[config.mk]
export PLATFORM = sky130hd
export DESIGN_NAME = hiscore_upload
export DESIGN_NICKNAME = d
export VERILOG_FILES = /design/src/rtl/hiscore_upload.sv
export SDC_FILE = /design/constraint.sdc
export NUM_CORES = 1
export LEC_CHECK = 0
export CORE_ASPECT_RATIO = 2
export CORE_MARGIN = 10
export CORE_UTILIZATION = 40
export CTS_CLUSTER_DIAMETER = 80
export CTS_CLUSTER_SIZE = 8
export DETAILED_ROUTE_END_ITERATION = 6
export DONT_BUFFER_PORTS = 1
export GPL_TIMING_DRIVEN = 0
export HOLD_SLACK_MARGIN = 0.03
export PLACE_DENSITY = 0.58
export SLEW_MARGIN = 20
export SYNTH_ARGS = -nofsm -noshare
export SYNTH_HDL_FRONTEND = slang
export SYNTH_SLANG_ARGS = --single-unit
[constraint.sdc]
create_clock -name clk_sys -period 5.15 [get_ports clk_sys]
set_input_delay 0.2575 -clock clk_sys [delete_from_list [all_inputs] [get_ports clk_sys]]
set_output_delay 0.2575 -clock clk_sys [all_outputs]
set_load 0.01 [all_outputs]
[src/rtl/hiscore_upload.sv]
// rtl/hiscore_upload.sv - serves HPS upload reads of the high-score RAM region
// Optional HS_CHECKSUM_EN: a read at addr == DEPTH returns the session's running byte sum.

module hiscore_upload #(
   parameter logic [7:0] INDEX   = 8'd4,
   parameter int         RAM_AW  = 10,
   parameter int         DEPTH   = 1024,
   parameter int         TIMEOUT = 255
) (
   input  logic              clk_sys,
   input  logic              reset_n,
   input  logic              ioctl_upload,
   input  logic [7:0]        ioctl_index,
   input  logic              ioctl_rd,
   input  logic [24:0]       ioctl_addr,
   output logic [7:0]        ioctl_din,
   output logic              ioctl_wait,
   output logic              pause_cpu,
   input  logic              pause_ack,
   output logic              ram_req,
   output logic [RAM_AW-1:0] ram_address,
   input  logic              ram_grant,
   input  logic [7:0]        ram_q,
   output logic              err
);

   localparam logic [2:0] S_IDLE    = 3'd0;
   localparam logic [2:0] S_ARM     = 3'd1;
   localparam logic [2:0] S_READY   = 3'd2;
   localparam logic [2:0] S_FETCH   = 3'd3;
   localparam logic [2:0] S_CAPTURE = 3'd4;

   localparam logic [1:0] K_RAM = 2'd0;
   localparam logic [1:0] K_FF  = 2'd1;
   localparam logic [1:0] K_SUM = 2'd2;

   localparam int              CW       = $clog2(TIMEOUT + 1);
   localparam logic [24:0]     DEPTH_A  = 25'(DEPTH);
   localparam logic [CW-1:0]   CNT_LAST = CW'(TIMEOUT - 1);

   logic [2:0]        state_q, state_d;
   logic              sel, sel_q;
   logic              pause_q, pause_d;
   logic              err_q, err_d;
   logic [7:0]        din_q, din_d;
   logic [RAM_AW-1:0] addr_q, addr_d;
   logic [1:0]        kind_q, kind_d;
   logic              pend_q, pend_d;
   logic [CW-1:0]     cnt_q, cnt_d;
   logic              forced_q, forced_d;
   logic [7:0]        fval_q, fval_d;
   logic [1:0]        rd_kind;
   logic [RAM_AW-1:0] rd_addr;
   logic [7:0]        sum_val;

`ifdef HS_CHECKSUM_EN
   logic [7:0]        sum_q, sum_d;
   logic              inr_q, inr_d;
   assign sum_val = sum_q;
`else
   assign sum_val = 8'hFF;
`endif

   // Full 25-bit compare so high address bits never alias into RAM.
   function automatic logic [1:0] classify(input logic [24:0] a);
      if (a < DEPTH_A) return K_RAM;
`ifdef HS_CHECKSUM_EN
      if (a == DEPTH_A) return K_SUM;
`endif
      return K_FF;
   endfunction

   assign sel         = ioctl_upload & (ioctl_index == INDEX);
   assign ram_req     = (state_q == S_FETCH) & pause_ack & sel;
   assign ram_address = addr_q;
   assign ioctl_din   = din_q;
   assign pause_cpu   = pause_q;
   assign err         = err_q;
   assign ioctl_wait  = (ioctl_rd & sel) | (state_q == S_ARM) | (state_q == S_FETCH) |
                        (state_q == S_CAPTURE) | ((state_q == S_READY) & pend_q);

   always_comb begin
      state_d  = state_q;
      pause_d  = pause_q;
      err_d    = err_q;
      din_d    = din_q;
      addr_d   = addr_q;
      kind_d   = kind_q;
      pend_d   = pend_q;
      cnt_d    = cnt_q;
      forced_d = forced_q;
      fval_d   = fval_q;
      rd_kind  = kind_q;
      rd_addr  = addr_q;
`ifdef HS_CHECKSUM_EN
      sum_d    = sum_q;
      inr_d    = inr_q;
`endif
      case (state_q)
         S_IDLE: begin
            if (sel & ~sel_q) begin
               state_d = S_ARM;
               pause_d = 1'b1;
               err_d   = 1'b0;
               pend_d  = 1'b0;
`ifdef HS_CHECKSUM_EN
               sum_d   = 8'h00;
`endif
            end
         end
         S_ARM: begin
            if (ioctl_rd) begin
               pend_d = 1'b1;
               addr_d = ioctl_addr[RAM_AW-1:0];
               kind_d = classify(ioctl_addr);
            end
            if (pause_ack) state_d = S_READY;
         end
         S_READY: begin
            if (ioctl_rd) begin
               rd_kind = classify(ioctl_addr);
               rd_addr = ioctl_addr[RAM_AW-1:0];
            end
            if (ioctl_rd | pend_q) begin
               pend_d   = 1'b0;
               addr_d   = rd_addr;
               cnt_d    = '0;
               forced_d = 1'b1;
               fval_d   = 8'hFF;
               state_d  = S_CAPTURE;
`ifdef HS_CHECKSUM_EN
               inr_d    = 1'b0;
`endif
               if (rd_kind == K_RAM) begin
                  state_d  = S_FETCH;
                  forced_d = 1'b0;
`ifdef HS_CHECKSUM_EN
                  inr_d    = 1'b1;
`endif
               end else if (rd_kind == K_SUM) begin
                  fval_d = sum_val;
               end
            end
         end
         S_FETCH: begin
            if (ram_req & ram_grant) begin
               state_d  = S_CAPTURE;
               forced_d = 1'b0;
            end else if (cnt_q == CNT_LAST) begin
               state_d  = S_CAPTURE;
               forced_d = 1'b1;
               fval_d   = 8'hFF;
               err_d    = 1'b1;
            end else begin
               cnt_d = cnt_q + 1'b1;
            end
         end
         S_CAPTURE: begin
            din_d   = forced_q ? fval_q : ram_q;
            state_d = S_READY;
`ifdef HS_CHECKSUM_EN
            if (inr_q) sum_d = sum_q + din_d;
`endif
         end
         default: state_d = S_IDLE;
      endcase

      // Losing the session abandons whatever is in flight; ioctl_din keeps its last value.
      if (!sel) begin
         state_d = S_IDLE;
         pause_d = 1'b0;
         pend_d  = 1'b0;
         din_d   = din_q;
`ifdef HS_CHECKSUM_EN
         sum_d   = sum_q;
`endif
      end
   end

   always_ff @(posedge clk_sys or negedge reset_n) begin
      if (!reset_n) begin
         state_q  <= S_IDLE;
         // Reset to 1 so a session already selected across reset is not re-armed.
         sel_q    <= 1'b1;
         pause_q  <= 1'b0;
         err_q    <= 1'b0;
         din_q    <= 8'h00;
         addr_q   <= '0;
         kind_q   <= K_RAM;
         pend_q   <= 1'b0;
         cnt_q    <= '0;
         forced_q <= 1'b0;
         fval_q   <= 8'h00;
`ifdef HS_CHECKSUM_EN
         sum_q    <= 8'h00;
         inr_q    <= 1'b0;
`endif
      end else begin
         state_q  <= state_d;
         sel_q    <= sel;
         pause_q  <= pause_d;
         err_q    <= err_d;
         din_q    <= din_d;
         addr_q   <= addr_d;
         kind_q   <= kind_d;
         pend_q   <= pend_d;
         cnt_q    <= cnt_d;
         forced_q <= forced_d;
         fval_q   <= fval_d;
`ifdef HS_CHECKSUM_EN
         sum_q    <= sum_d;
         inr_q    <= inr_d;
`endif
      end
   end

endmodule

# After elaboration in Yosys (flattened, before gate mapping)
# Cells that the tools add are included.
[word_totals]
reg_bits = 44
inputBits = 47
out_inout_bits = 22
[classes]
n_eq_ne = 20
bitwise_logic = 13
add_sub_neg = 1
magnitude_cmp = 1
n_mux = 44
n_reduce_logical = 15
[op_table]
columns = ["cell", "count"]
rows = [
  ["$mux W8", 7],
  ["$pmux W8 S2", 2],
  ["$lt A25 B11 Y1 const B", 1],
  ["$mux W3", 7],
  ["$mux W10", 2],
  ["$pmux W10 S2", 1],
  ["$reduce_and A4 Y1", 5],
  ["$mux W1", 16],
  ["$pmux W3 S5", 1],
  ["$mux W2", 5],
  ["$ne A3 B3 Y1 const B", 3],
  ["$add A8 B1 Y8 const B", 1],
  ["$eq A8 B3 Y1 const B", 1],
  ["$eq A8 B8 Y1 const B", 1],
  ["$ne A2 B1 Y1 const B", 4],
  ["$reduce_and A2 Y1", 4],
  ["$and A1 B1 Y1", 7],
  ["$eq A3 B2 Y1 const B", 2],
  ["$ne A2 B2 Y1 const B", 3],
  ["$reduce_bool A2 Y1", 3],
  ["$or A1 B1 Y1", 5],
  ["$ne A4 B1 Y1 const B", 1],
  ["$ne A4 B2 Y1 const B", 1],
  ["$pmux W1 S2", 2],
  ["other kinds (9)", 9],
]

# Logic depth before layout (Yosys ltp)
[depth]
ltp_word = 12
mapped_depth = 8
depth_no_buf = 7

# Least setup slack after synthesis
# No wires, ideal clock.
[synth_path]
kind = "input port to flip-flop"
from = "input port ioctl_index[5]"
to = "register state_q[1]"
slack_ns = 2.875
setup_ns = 0.104
cell_stages = 5
n_path_buf = 0
t_arrival_ns = 2.171
t_required_ns = 5.046
cell_sequence = "or4b_4 -> or4_4 -> a211o_1 -> or4_1 -> o311ai_1"
[synth_between]
elab_chain_cells = 7
elab_cells_between_ends = 13
[synth_rtl]
columns = ["item", "line_no", "rtl"]
rows = [
  ["start: declaration", "13", "input logic [7:0] ioctl_index,"],
  ["$eq A8 B3 Y1 *", "73", "assign sel = ioctl_upload & (ioctl_index == INDEX);"],
  ["$and A1 B1 Y1 *", "73", ""],
  ["$and A1 B1 Y1", "74", "assign ram_req = (state_q == S_FETCH) & pause_ack & sel;"],
  ["$and A1 B1 Y1", "146", "if (ram_req & ram_grant) begin"],
  ["$mux W3", "146", ""],
  ["$pmux W3 S5", "99", "case (state_q)"],
  ["$mux W3", "169", "if (!sel) begin"],
  ["end signal: assignment", "199", "state_q <= state_d;"],
  ["end: declaration", "41", "logic [2:0] state_q, state_d;"],
]
# Every way passes the cells marked *; elsewhere a longest branch is shown, timed or not.
# A chain may end at the register's enable or synchronous reset.

# Worst setup path in the final report
[layout_path]
from = "register state_q[0]"
to = "register state_q[1]"
[layout_between]
elab_chain_cells = 7
elab_cells_between_ends = 16
[layout_rtl]
columns = ["item", "line_no"]
rows = [
  ["$eq A3 B2 Y1", "74, 99"],
  ["$and A1 B1 Y1 (2 in series)", "74"],
  ["$and A1 B1 Y1", "146"],
  ["$mux W3", "146"],
  ["$pmux W3 S5", "99"],
  ["$mux W3", "169"],
]
# Parallel ways exist; a longest one is shown, timed or not.

==> impl_metrics.json <==
{
  "status": "finished clean",
  "multi_input_comb_area_um2": 872,
  "yosys.area.top_type": "dfrtp_1",
  "power.density_nw_per_um2": 320,
  "rows": 34,
  "max_freq_ghz": 0.421,
  "synth_top_flop_cell": "dfrtp_1",
  "power_uw": 663,
  "ys_types": 37,
  "htree_levels": 2,
  "num-nets-final": 241,
  "ys_ff_latch": 36,
  "clk-insertion-delay-late_ps": 290,
  "grt_pass1_vias": 1496,
  "num_vias": 1393,
  "numCtsBuffers": 5,
  "worst-path-max-fanout": 9,
  "finalSetupTns_ps": 0,
  "synth.net_count": 232,
  "start_util_pct": 41.4,
  "utilization_pct": 47.3,
  "synth_commonest_cells": "dfrtp_1, nor2_1, nand2_1",
  "core_um2": 4380,
  "ir_drop_mv": 0.221,
  "clkSinkCount": 36,
  "io_buffer_count": 0,
  "routabilityCongestion": 0.831,
  "wl_per_cell_um": 17.9,
  "worstPathArrival_ps": 2560,
  "slew_headroom_pct": 42.7,
  "synth_edf_count": 0,
  "timing.hold.ws_ps": 109,
  "synthArstFlopShare_pct": 100,
  "grt_use_total_pct": 12.2,
  "antenna_found_initial": 0,
  "grt_pass1_wl_um": 7410,
  "worstSetupPathType": "flop to flop",
  "drive_above_1_share_pct": 11.4,
  "yosys-top-cells-area": "dfrtp_1, mux2_2, mux2i_1, nor2_1, o21ai_0",
  "setup_viol": 0,
  "antenna_left": 0,
  "diodes": 0,
  "die_width_um": 67.6,
  "avgSynthCellArea_um2": 9.92,
  "final.period_utilization_pct": 46.1,
  "drc": 0,
  "critPathLaunchType": "flop",
  "viasPerCell": 5.64,
  "root_buffer": "clkbuf_8",
  "hold_viol": 0,
  "drtIter0Drc": 55,
  "grt_max_degree": 37,
  "leakagePower_uw": 0.000911,
  "syn_area_um2": 1820,
  "skew_ps": 4.04,
  "ff_latch_area_um2": 902,
  "grt-ovfl-total": 0,
  "tightest_slew_ps": 860,
  "slew_viol_final": 0,
  "hold_class": "primary input to flop",
  "die-area_um2": 7800,
  "yosysSeqAreaShare_pct": 49.7,
  "clkTransAtPathRegs_ps": 70,
  "dr.pass1.iters": 4,
  "fp.dieH_um": 115,
  "cts_tree": "done",
  "synthCells": 183,
  "drv_cap": 0,
  "clockBufferDepth": 2,
  "grt_setup_unrepaired": "false",
  "area_growth_pct": 14.1,
  "ios": 69,
  "synth_top_area_share_pct": 48.2,
  "ys_warn_count": 0,
  "synth.most_common_cell": "dfrtp_1",
  "fillers": 425,
  "crit_required_ps": 5340,
  "fin_crit_ps": 2380,
  "wirelength_um": 4430,
  "cp-end-kind": "flop",
  "place_hpwl_um": 3470
}
## critical path, cell delays in order (launching register included)
cell	delay, ps
dfrtp_1	320
clkbuf_1	300
nand4b_1	180
or4_4	520
a211o_1	380
or4_1	490
o311ai_1	90
## state kept, by name, summed over array words and instances (netlist names)
signal       flops
err              1
fval_q           1
state_q          3
pause_cpu        1
ioctl_din        8
cnt_q            8
kind_q           1
sel_q            1
pend_q           1
forced_q         1
ram_address     10
## final timing paths
check / to / cells after the start / start / slack, ps
worst max-delay path: state_q[1]$_DFFE_PN0P_ / 6 / state_q[0]$_DFFE_PN0P_ / 2770
worst min-delay path: ram_address[4]$_DFFE_PN0P_ / 1 / ioctl_addr[4] / 110
worst max register to register: state_q[1]$_DFFE_PN0P_ / 6 / state_q[0]$_DFFE_PN0P_ / 2770
worst min register to register: kind_q[0]$_DFFE_PN0P_ / 2 / kind_q[0]$_DFFE_PN0P_ / 530
max in group asynchronous: sel_q$_DFF_PN1_ / 2 / reset_n / 4470
min in group asynchronous: pause_cpu$_DFFE_PN0P_ / 2 / reset_n / 450
## logic make-up after synthesis
logic type      Yosys count  share of synthesized area (%)
xor+xnor                  5                           2.41
fa+ha+maj                 2                           1.38
flops                    36                           49.7
compound gates           32                           10.5
buf+inv                  11                           2.27
mux                      18                           10.6
simple gates             79                           23.1
## metrics by stage
step | cells | cell area [um2] | worst slack (ps)
5_1_grt | 247 | 2070 | 2630
3_5_place_dp | 237 | 1880 | 2760
2_1_floorplan | 183 | 1820 | 2880
4_1_cts | 247 | 2070 | 2770
3_3_place_gp | 237 | 1880 | 2800
6_report | 247 | 2070 | 2770
## power by group
| group | internal (uW) | switching [uW] |
|---|---|---|
| logic | 12.0 | 13.8 |
| clock network | 242 | 101 |
| registers | 289 | 6.08 |
## cells in the final DEF, fill, tap and decap left out, types with 2 or more instances in the layout
master      n
nor3_1      5
nand2_1    18
and4_1      2
nand2b_1    6
nor3b_1     2
clkbuf_8    5
buf_1       2
dfrtp_1    35
or4_1       2
bufinv_16   3
ha_1        2
inv_1       3
nand3_1     7
clkbuf_1    6
o21ai_0    14
nor2b_1     2
mux2_2     10
xor2_1      5
nand4b_1    2
mux2i_1     8
nor2_1     19
a21oi_1     9
a21o_1      2
nor4_1      5
nand4_1     3
## metal layers
metal | GRT usage (%) | wire length, um | up-vias
met3 | 7.31 | 623 | 7
met2 | 19.8 | 2200 | 65
met5 | 0 | 0 | -
met1 | 11.8 | 1540 | 650
li1 | - | - | 671
met4 | 5.79 | 71 | 0
## layout make-up
type | count | area share, %
clock buffers | 5 | 3.32
clock inverters | 3 | 4.35
plain buffers | 8 | 1.45
well taps | 54 | 3.26
flip-flops and latches | 36 | 43.5
multi-input cells | 136 | 42.1
inverters | 3 | 0.543
repair buffers | 2 | 1.45
## what timing repair did
action                     4_1_cts  5_1_grt
hold buffers                     2        0
hold endpoints to repair        36        0
setup endpoints to repair        0        0
resized for setup                0        0
setup buffers                    0        0
Power figures use the tool's default switching activity.
